**src/rtl/hilo_md_ctrl_pkg.sv**
```systemverilog
// Shared definitions for the HI/LO multiply/divide sequencer: op codes,
// FSM state encoding and a small op-class helper.
package hilo_md_ctrl_pkg;

  localparam int REG_BUS = 32;

  localparam logic [2:0] MD_MULT  = 3'd1;
  localparam logic [2:0] MD_MULTU = 3'd2;
  localparam logic [2:0] MD_DIV   = 3'd3;
  localparam logic [2:0] MD_DIVU  = 3'd4;
  localparam logic [2:0] MD_MTHI  = 3'd5;
  localparam logic [2:0] MD_MTLO  = 3'd6;

  typedef enum logic [1:0] {
    ST_IDLE = 2'd0,
    ST_MUL  = 2'd1,
    ST_DIV  = 2'd2,
    ST_DONE = 2'd3
  } md_state_e;

  // Ops that occupy the sequencer and therefore stall the pipeline on issue.
  function automatic logic is_muldiv(input logic [2:0] op);
    return (op == MD_MULT) || (op == MD_MULTU) || (op == MD_DIV) || (op == MD_DIVU);
  endfunction

endpackage

```
**src/rtl/hilo_md_ctrl_if.sv**
```systemverilog
// EX-stage <-> HI/LO sequencer signal bundle. The master is the EX stage,
// the slave is the sequencer that owns the HI/LO write port.
interface hilo_md_ctrl_if
  import hilo_md_ctrl_pkg::*;
#(
  parameter int DATA_W = REG_BUS
) ();

  logic              start_i;
  logic [2:0]        op_i;
  logic [DATA_W-1:0] opa_i;
  logic [DATA_W-1:0] opb_i;
  logic              flush_i;
  logic [DATA_W-1:0] hi_cur_i;
  logic [DATA_W-1:0] lo_cur_i;
  logic              stall_o;
  logic              busy_o;
  logic              we_o;
  logic [DATA_W-1:0] hi_o;
  logic [DATA_W-1:0] lo_o;

  modport master (
    output start_i, op_i, opa_i, opb_i, flush_i, hi_cur_i, lo_cur_i,
    input  stall_o, busy_o, we_o, hi_o, lo_o
  );

  modport slave (
    input  start_i, op_i, opa_i, opb_i, flush_i, hi_cur_i, lo_cur_i,
    output stall_o, busy_o, we_o, hi_o, lo_o
  );

endinterface

```
**src/rtl/hilo_md_ctrl_div_iter.sv**
```systemverilog
// Unsigned restoring divider, one quotient bit per cycle for W cycles.
// quotient/remainder present the post-step values in the cycle done is high.
module div_iter #(
  parameter int W = 32
) (
  input  logic         clk,
  input  logic         rst,
  input  logic         start,
  input  logic         kill,
  input  logic [W-1:0] dividend,
  input  logic [W-1:0] divisor,
  output logic [W-1:0] quotient,
  output logic [W-1:0] remainder,
  output logic         done
);

  logic [W-1:0] rem_q, rem_d;
  logic [W-1:0] quo_q, quo_d;
  logic [W-1:0] dsr_q, dsr_d;
  logic [5:0]   cnt_q, cnt_d;
  logic         active_q, active_d;

  logic [W:0]   shifted;
  logic [W:0]   rem_sub;
  logic         fits;
  logic [W-1:0] rem_step;
  logic [W-1:0] quo_step;

  // Partial remainder is always below the divisor, so the shifted value
  // needs just one extra bit before the trial subtraction.
  always_comb begin
    shifted  = {rem_q, quo_q[W-1]};
    rem_sub  = shifted - {1'b0, dsr_q};
    fits     = shifted >= {1'b0, dsr_q};
    rem_step = W'(fits ? rem_sub : shifted);
    quo_step = {quo_q[W-2:0], fits};
  end

  assign done      = active_q && (cnt_q == 6'(W - 1));
  assign quotient  = quo_step;
  assign remainder = rem_step;

  always_comb begin
    rem_d    = rem_q;
    quo_d    = quo_q;
    dsr_d    = dsr_q;
    cnt_d    = cnt_q;
    active_d = active_q;
    if (start) begin
      rem_d    = '0;
      quo_d    = dividend;
      dsr_d    = divisor;
      cnt_d    = '0;
      active_d = 1'b1;
    end else if (active_q) begin
      rem_d = rem_step;
      quo_d = quo_step;
      cnt_d = cnt_q + 6'd1;
      if (done) active_d = 1'b0;
    end
    if (kill) begin
      cnt_d    = '0;
      active_d = 1'b0;
    end
  end

  always_ff @(posedge clk) begin
    if (rst) begin
      rem_q    <= '0;
      quo_q    <= '0;
      dsr_q    <= '0;
      cnt_q    <= '0;
      active_q <= 1'b0;
    end else begin
      rem_q    <= rem_d;
      quo_q    <= quo_d;
      dsr_q    <= dsr_d;
      cnt_q    <= cnt_d;
      active_q <= active_d;
    end
  end

endmodule

```
**src/rtl/hilo_md_ctrl.sv**
```systemverilog
// HI/LO multiply/divide sequencer: runs MULT/DIV ops, stalls EX while busy
// and issues every HI/LO write as a registered one-cycle pulse.
module hilo_md_ctrl
  import hilo_md_ctrl_pkg::*;
#(
  parameter int DATA_W = REG_BUS
) (
  input logic           clk,
  input logic           rst,
  hilo_md_ctrl_if.slave md
);

  md_state_e         state_q, state_d;
  logic [DATA_W-1:0] opa_q, opa_d;
  logic [DATA_W-1:0] opb_q, opb_d;
  logic [DATA_W-1:0] hi_q, hi_d;
  logic [DATA_W-1:0] lo_q, lo_d;
  logic              sgn_q, sgn_d;
  logic              q_neg_q, q_neg_d;
  logic              r_neg_q, r_neg_d;
  logic              we_q, we_d;

  logic                div_start;
  logic                div_done;
  logic                a_neg, b_neg;
  logic [DATA_W-1:0]   div_a, div_b;
  logic [DATA_W-1:0]   div_quo, div_rem;
  logic [2*DATA_W-1:0] ext_a, ext_b, product;
  logic                issue_md;

  assign issue_md = (state_q == ST_IDLE) && md.start_i && is_muldiv(md.op_i);

  // Signed division runs on magnitudes; the signs are reapplied on completion.
  assign a_neg = (md.op_i == MD_DIV) && md.opa_i[DATA_W-1];
  assign b_neg = (md.op_i == MD_DIV) && md.opb_i[DATA_W-1];
  assign div_a = a_neg ? -md.opa_i : md.opa_i;
  assign div_b = b_neg ? -md.opb_i : md.opb_i;

  assign ext_a   = {{DATA_W{sgn_q & opa_q[DATA_W-1]}}, opa_q};
  assign ext_b   = {{DATA_W{sgn_q & opb_q[DATA_W-1]}}, opb_q};
  assign product = ext_a * ext_b;

  div_iter #(.W(DATA_W)) u_div_iter (
    .clk       (clk),
    .rst       (rst),
    .start     (div_start),
    .kill      (md.flush_i | rst),
    .dividend  (div_a),
    .divisor   (div_b),
    .quotient  (div_quo),
    .remainder (div_rem),
    .done      (div_done)
  );

  always_comb begin
    state_d   = state_q;
    opa_d     = opa_q;
    opb_d     = opb_q;
    hi_d      = hi_q;
    lo_d      = lo_q;
    sgn_d     = sgn_q;
    q_neg_d   = q_neg_q;
    r_neg_d   = r_neg_q;
    we_d      = 1'b0;
    div_start = 1'b0;
    unique case (state_q)
      ST_IDLE: begin
        if (md.start_i) begin
          case (md.op_i)
            MD_MULT, MD_MULTU: begin
              opa_d   = md.opa_i;
              opb_d   = md.opb_i;
              sgn_d   = (md.op_i == MD_MULT);
              state_d = ST_MUL;
            end
            MD_DIV, MD_DIVU: begin
              if (md.opb_i == '0) begin
                hi_d    = md.opa_i;
                lo_d    = '1;
                we_d    = 1'b1;
                state_d = ST_DONE;
              end else begin
                div_start = 1'b1;
                q_neg_d   = a_neg ^ b_neg;
                r_neg_d   = a_neg;
                state_d   = ST_DIV;
              end
            end
            MD_MTHI: begin
              hi_d = md.opa_i;
              lo_d = md.lo_cur_i;
              we_d = 1'b1;
            end
            MD_MTLO: begin
              hi_d = md.hi_cur_i;
              lo_d = md.opa_i;
              we_d = 1'b1;
            end
            default: ;
          endcase
        end
      end
      ST_MUL: begin
        hi_d    = product[2*DATA_W-1:DATA_W];
        lo_d    = product[DATA_W-1:0];
        we_d    = 1'b1;
        state_d = ST_DONE;
      end
      ST_DIV: begin
        if (div_done) begin
          lo_d    = q_neg_q ? -div_quo : div_quo;
          hi_d    = r_neg_q ? -div_rem : div_rem;
          we_d    = 1'b1;
          state_d = ST_DONE;
        end
      end
      ST_DONE: state_d = ST_IDLE;
      default: state_d = ST_IDLE;
    endcase
    if (md.flush_i) begin
      state_d   = ST_IDLE;
      hi_d      = hi_q;
      lo_d      = lo_q;
      we_d      = 1'b0;
      div_start = 1'b0;
    end
  end

  always_ff @(posedge clk) begin
    if (rst) begin
      state_q <= ST_IDLE;
      opa_q   <= '0;
      opb_q   <= '0;
      hi_q    <= '0;
      lo_q    <= '0;
      sgn_q   <= 1'b0;
      q_neg_q <= 1'b0;
      r_neg_q <= 1'b0;
      we_q    <= 1'b0;
    end else begin
      state_q <= state_d;
      opa_q   <= opa_d;
      opb_q   <= opb_d;
      hi_q    <= hi_d;
      lo_q    <= lo_d;
      sgn_q   <= sgn_d;
      q_neg_q <= q_neg_d;
      r_neg_q <= r_neg_d;
      we_q    <= we_d;
    end
  end

  // A flush arriving in the pulse cycle still suppresses the write.
  assign md.we_o    = we_q & ~md.flush_i;
  assign md.hi_o    = hi_q;
  assign md.lo_o    = lo_q;
  assign md.busy_o  = (state_q != ST_IDLE);
  assign md.stall_o = issue_md || (state_q == ST_MUL) || (state_q == ST_DIV);

endmodule

```
**src/flat_wrapper.sv**
```systemverilog
// flat-port wrapper written by rule: the top's interface ports become plain ports
module hilo_md_ctrl_flat import hilo_md_ctrl_pkg::*;
#(
  parameter int DATA_W = REG_BUS
)
  (clk, rst, md_start_i, md_op_i, md_opa_i, md_opb_i, md_flush_i, md_hi_cur_i, md_lo_cur_i, md_stall_o, md_busy_o, md_we_o, md_hi_o, md_lo_o);
  hilo_md_ctrl_if #(.DATA_W(DATA_W)) md_i ();
  input logic clk;
  input logic rst;
  input wire logic [$bits(md_i.start_i)-1:0] md_start_i;
  input wire logic [$bits(md_i.op_i)-1:0] md_op_i;
  input wire logic [$bits(md_i.opa_i)-1:0] md_opa_i;
  input wire logic [$bits(md_i.opb_i)-1:0] md_opb_i;
  input wire logic [$bits(md_i.flush_i)-1:0] md_flush_i;
  input wire logic [$bits(md_i.hi_cur_i)-1:0] md_hi_cur_i;
  input wire logic [$bits(md_i.lo_cur_i)-1:0] md_lo_cur_i;
  output wire logic [$bits(md_i.stall_o)-1:0] md_stall_o;
  output wire logic [$bits(md_i.busy_o)-1:0] md_busy_o;
  output wire logic [$bits(md_i.we_o)-1:0] md_we_o;
  output wire logic [$bits(md_i.hi_o)-1:0] md_hi_o;
  output wire logic [$bits(md_i.lo_o)-1:0] md_lo_o;
  assign md_i.start_i = md_start_i;
  assign md_i.op_i = md_op_i;
  assign md_i.opa_i = md_opa_i;
  assign md_i.opb_i = md_opb_i;
  assign md_i.flush_i = md_flush_i;
  assign md_i.hi_cur_i = md_hi_cur_i;
  assign md_i.lo_cur_i = md_lo_cur_i;
  assign md_stall_o = md_i.stall_o;
  assign md_busy_o = md_i.busy_o;
  assign md_we_o = md_i.we_o;
  assign md_hi_o = md_i.hi_o;
  assign md_lo_o = md_i.lo_o;
  hilo_md_ctrl #(.DATA_W(DATA_W)) u_core (.clk(clk), .rst(rst), .md(md_i));
endmodule
```
**config.mk**
```make
export PLATFORM = sky130hd
export DESIGN_NAME = hilo_md_ctrl_flat
export DESIGN_NICKNAME = d
export VERILOG_FILES = /design/src/rtl/hilo_md_ctrl_pkg.sv /design/src/rtl/hilo_md_ctrl_if.sv /design/src/rtl/hilo_md_ctrl_div_iter.sv /design/src/rtl/hilo_md_ctrl.sv /design/src/flat_wrapper.sv
export SDC_FILE = /design/constraint.sdc
export NUM_CORES = 2
export LEC_CHECK = 0
export CORE_MARGIN = 10
export CORE_UTILIZATION = 50
export CTS_CLUSTER_SIZE = 12
export DETAILED_ROUTE_END_ITERATION = 8
export PLACE_DENSITY = 0.75
export SLEW_MARGIN = 20
export SYNTH_ARGS = -nofsm -noshare
export SYNTH_HDL_FRONTEND = slang
export SYNTH_SLANG_ARGS = --single-unit
```
**constraint.sdc**
```tcl
create_clock -name clk -period 10.5 [get_ports clk]
set_input_delay 2.625 -clock clk [delete_from_list [all_inputs] [get_ports clk]]
set_output_delay 2.625 -clock clk [all_outputs]
set_load 0.02 [all_outputs]
```
==> impl_metrics.prom <==
# TYPE chip_impl_metric gauge
chip_impl_metric{name="detail_route.drc_violations",unit=""} 0
chip_impl_metric{name="synth_compound_gate_area_share",unit="%"} 10.4
chip_impl_metric{name="rows",unit=""} 120
chip_impl_metric{name="timing.final.setup_violations",unit=""} 0
chip_impl_metric{name="grt_usage",unit="%"} 28.1
chip_impl_info{name="status",value="complete, no violations"} 1
chip_impl_metric{name="overflow_left_after_global_routing",unit=""} 0
chip_impl_metric{name="cts_sinks",unit=""} 237
chip_impl_info{name="grt_setup_unrepaired",value="false"} 1
chip_impl_metric{name="synth_warnings",unit=""} 0
chip_impl_metric{name="io_pins",unit=""} 202
chip_impl_metric{name="worstMarginPinSlew",unit="ns"} 1.15
chip_impl_info{name="worst_hold_startpoint",value="u_core.u_div_iter.dsr_q[22]$_SDFFE_PP0P_"} 1
chip_impl_metric{name="report.final.slew_viol_count",unit=""} 0
chip_impl_info{name="synth_top_flop_cell",value="dfxtp_1"} 1
chip_impl_metric{name="critical_path.n_buffers_inverters",unit=""} 7
chip_impl_metric{name="period_share",unit="%"} 90.9
chip_impl_metric{name="cap_viol_max_count",unit=""} 0
chip_impl_metric{name="floorplan.core_area",unit="um^2"} 107000
chip_impl_metric{name="fin_total_pwr",unit="W"} 0.00343
chip_impl_metric{name="post_drt_via_cell_ratio",unit=""} 5.88
chip_impl_metric{name="synth_xor_area_share",unit="%"} 3.30
chip_impl_metric{name="layout.nets",unit=""} 7771
chip_impl_metric{name="syn_inst",unit=""} 6317
chip_impl_metric{name="critical_path_cell_count",unit=""} 26
chip_impl_info{name="hold_path_class",value="reg -> reg"} 1
chip_impl_metric{name="post-route-worst-setup-slack",unit="ns"} 0.953
chip_impl_metric{name="layout-drive-gt1-share",unit="%"} 3.52
chip_impl_metric{name="finalHoldViolations",unit=""} 0
chip_impl_metric{name="cp_max_fo",unit=""} 13
chip_impl_metric{name="clkSlewWorstSetupHoldPaths",unit="ns"} 0.07
chip_impl_metric{name="power_density",unit="nW/um^2"} 59.3
chip_impl_metric{name="edff_count_synth",unit=""} 0
chip_impl_metric{name="dpl-instance-area",unit="um^2"} 57100
chip_impl_metric{name="grt_pass1_vias",unit=""} 46900
chip_impl_metric{name="rr_worst_depth",unit=""} 26
chip_impl_metric{name="synthArstFlopShare",unit="%"} 0
chip_impl_metric{name="cts_made_buffers",unit=""} 26
chip_impl_metric{name="cp.arrival",unit="ns"} 10.05
chip_impl_metric{name="fmaxAchievable",unit="MHz"} 105
chip_impl_info{name="crit_type",value="reg -> reg"} 1
chip_impl_metric{name="setup_tns",unit="ns"} 0
chip_impl_metric{name="ys_types",unit=""} 83
chip_impl_info{name="main_combinational_cell_family_by_area_after_synthesis",value="adder cells"} 1
chip_impl_metric{name="cts_max_level",unit=""} 1
chip_impl_metric{name="routed-via-count",unit=""} 45100
chip_impl_metric{name="final-seq-area",unit="um^2"} 4770
chip_impl_metric{name="max-vdd-ir-drop",unit="V"} 0.000139
chip_impl_metric{name="routed_wire_length",unit="mm"} 170
chip_impl_metric{name="layout_min_cycle_time",unit="ns"} 9.55
chip_impl_metric{name="grt_first_pass_wirelength",unit="mm"} 269
chip_impl_info{name="reg2reg_from",value="u_core.sgn_q$_SDFFE_PP0P_"} 1
chip_impl_info{name="tritoncts",value="yes"} 1
chip_impl_info{name="critPathMostFrequentCell",value="fa_1"} 1
chip_impl_metric{name="seq_area_frac_synth",unit="%"} 8.80
chip_impl_metric{name="die_w",unit="um"} 348
chip_impl_metric{name="crit_path_max_incr_delay",unit="ns"} 0.86
chip_impl_metric{name="syn-mean-instance-area",unit="um^2"} 8.53
chip_impl_metric{name="die_height",unit="um"} 348
chip_impl_metric{name="mappedNetlistNets",unit=""} 7831
chip_impl_metric{name="fill_cells",unit=""} 9692
chip_impl_metric{name="ys_ff_latch",unit=""} 237
chip_impl_metric{name="post_cts_buffers",unit=""} 0
chip_impl_metric{name="area_growth_syn_to_layout",unit="%"} 7.48
chip_impl_metric{name="floorplan.initialDensity",unit="%"} 50.3
chip_impl_metric{name="power_leakage",unit="nW"} 26.7
chip_impl_info{name="critical_path.top_delay_family",value="adder cells"} 1
chip_impl_metric{name="worstHoldPathCells",unit=""} 2
chip_impl_metric{name="synthAdderAreaFrac",unit="%"} 47.7
chip_impl_metric{name="yosys.area_share.simple",unit="%"} 17.0
chip_impl_metric{name="drt_first_iter_violations",unit=""} 4424
chip_impl_info{name="crit_slowest_cell",value="fa_1"} 1
chip_impl_metric{name="pre_cts_slack",unit="ns"} 1.12
chip_impl_metric{name="syn_area",unit="um^2"} 53900
chip_impl_info{name="critPathLaunch",value="u_core.sgn_q$_SDFFE_PP0P_"} 1
chip_impl_metric{name="post-route-util",unit="%"} 54.1
chip_impl_metric{name="routabilityCongestion",unit=""} 1.00
chip_impl_metric{name="multiInputGateArea",unit="um^2"} 43200
chip_impl_metric{name="portBuffers",unit=""} 201
chip_impl_metric{name="floorplan.die_area",unit="um^2"} 121000
chip_impl_metric{name="postCtsResizedCells",unit=""} 0
chip_impl_metric{name="yosys-mux-area-fraction",unit="%"} 1.63
chip_impl_metric{name="grt_antenna_before_repair",unit=""} 10
chip_impl_metric{name="worst_skew_late_latency",unit="ns"} 0.57
chip_impl_metric{name="clock_skew",unit="ns"} 0.0122
chip_impl_metric{name="detail_route.first_pass.iterations",unit=""} 6
chip_impl_metric{name="detailedPlacementHpwl",unit="mm"} 139
chip_impl_metric{name="clock_path_buffers",unit=""} 3
chip_impl_metric{name="antenna_left",unit=""} 0
chip_impl_metric{name="cts-hold-fix-buffers",unit=""} 0
chip_impl_metric{name="timing.critical_path.required",unit="ns"} 11.00
chip_impl_info{name="critPathLaunchType",value="register"} 1
chip_impl_info{name="cts_root_buffer",value="clkbuf_16"} 1
chip_impl_metric{name="routedWlPerCell",unit="um"} 22.1
chip_impl_info{name="critical_path.endpoint_type",value="register"} 1
chip_impl_metric{name="finish.instance_area",unit="um^2"} 57900
chip_impl_metric{name="timing.slew.headroom",unit="%"} 22.9
chip_impl_metric{name="pin_count_of_the_biggest_net_entering_global_routing",unit=""} 95
==> final timing paths <==
kind,end,slack (ns)
setup / recovery,u_core.md.hi_o[24]$_SDFFE_PP0P_,0.95
hold / removal,u_core.u_div_iter.dsr_q[22]$_SDFFE_PP0P_,0.46
setup reg to reg,u_core.md.hi_o[24]$_SDFFE_PP0P_,0.95
hold reg to reg,u_core.u_div_iter.dsr_q[22]$_SDFFE_PP0P_,0.46
==> worst reg2reg max path, cell delays in order, from the launching register on <==
cell	delay, ns
dfxtp_1	0.70
and2_1	0.67
nand2_1	0.27
inv_1	0.14
fa_1	0.40
inv_1	0.23
fa_1	0.51
inv_1	0.21
fa_1	0.49
fa_1	0.86
inv_1	0.37
fa_1	0.57
inv_1	0.06
fa_1	0.54
inv_1	0.05
fa_1	0.45
fa_1	0.49
inv_1	0.04
ha_1	0.41
a21o_1	0.21
a21o_1	0.17
a221o_1	0.29
a31oi_1	0.38
o21bai_1	0.17
xor2_1	0.49
a221oi_1	0.15
a31oi_1	0.16
==> power breakdown <==
part | switching [W] | internal [W]
registers | 0.0000860 | 0.000939
logic | 0.000941 | 0.000494
clock network | 0.000421 | 0.000553
total | 0.00145 | 0.00199
==> flip-flops by register name, summed over array words and instances, names as in the netlist <==
name,cells
u_core.sgn_q,1
u_core.r_neg_q,1
u_core.q_neg_q,1
u_core.u_div_iter.dsr_q,32
u_core.opa_q,32
u_core.u_div_iter.rem_q,32
u_core.state_q,2
u_core.u_div_iter.cnt_q,6
u_core.u_div_iter.active_q,1
u_core.we_q,1
u_core.u_div_iter.quo_q,32
u_core.opb_q,32
u_core.md.hi_o,32
u_core.md.lo_o,32
==> synthesized netlist by cell type, drive strengths merged (19+ instances only) <==
cell type | n | area, um^2
a211oi | 100 | 751
a21o | 43 | 323
a21oi | 248 | 1250
a221oi | 67 | 611
a311oi | 21 | 184
a31oi | 20 | 125
and2 | 358 | 2240
and3 | 39 | 245
clkbuf | 384 | 1440
dfxtp | 237 | 4740
fa | 1126 | 22500
ha | 253 | 3170
inv | 1194 | 4480
mux2i | 80 | 801
nand2 | 1026 | 3860
nand2b | 19 | 119
nand3 | 38 | 190
nand4 | 26 | 163
nor2 | 301 | 1130
nor3 | 57 | 290
o211ai | 23 | 173
o21ai | 98 | 490
o31ai | 34 | 274
o41ai | 26 | 228
or3 | 26 | 163
xnor2 | 135 | 1180
xor2 | 68 | 596
==> layout by cell type (no fill, tap or decap), types with 20 or more instances in the layout <==
master / synthesis / routed
xnor2_1: 135 / 135
xor2_1: 68 / 68
o211ai_1: 23 / 23
or3_1: 26 / 25
a311oi_1: 21 / 20
o21ai_0: 96 / 95
mux2i_1: 80 / 80
and2_1: 356 / 356
a221oi_1: 65 / 65
and3_1: 38 / 38
a21o_1: 43 / 42
o31ai_1: 32 / 32
fa_1: 1126 / 1125
o41ai_1: 26 / 26
nor3_1: 56 / 55
ha_1: 253 / 251
nand3_1: 38 / 38
a31oi_1: 20 / 20
a211oi_1: 100 / 100
clkdlybuf4s50_1: 0 / 200
a21oi_1: 246 / 245
inv_1: 1193 / 1193
nand4_1: 26 / 26
dfxtp_1: 237 / 220
clkbuf_16: 0 / 27
nand2_1: 1025 / 1025
nor2_1: 301 / 301
buf_4: 2 / 111
==> metrics by stage <==
step | cells | hold WS (ns)
floorplan | 6317 | 0.432
global placement | 7632 | 0.442
detailed placement | 7632 | 0.449
CTS | 7675 | 0.458
global route | 7677 | 0.474
finish | 7681 | 0.456
==> layout make-up <==
type,count,area share [%]
multi-input cells,4485,74.6
flip-flops and latches,237,8.23
well taps,1403,3.03
diodes,6,0.0259
clock inverters,9,0.207
repair buffers,313,4.95
inverters,1194,7.74
clock buffers,34,1.25
==> metal layers <==
layer / track usage, % / up-vias / part of all wire (%)
met5: 0 / - / 0.030
li1: - / 19400 / -
met2: 45.7 / 2328 / 47
met1: 35.9 / 22800 / 38
met3: 5.32 / 523 / 9.6
met4: 13.4 / 10 / 5.7
==> cell families (layout without fill, tap and decap cells) <==
group                    after synthesis  after routing
AO/OA/AOI/OAI                        816            816
XOR/XNOR                             203            203
adder cells (fa/ha/maj)             1379           1379
buffers and inverters               1595           1550
flip-flops                           237            237
multiplexers                          87             87
other                                  0              6
AND/OR/NAND/NOR                     2000           2000
Note: power is estimated with default switching activity, not from simulation.
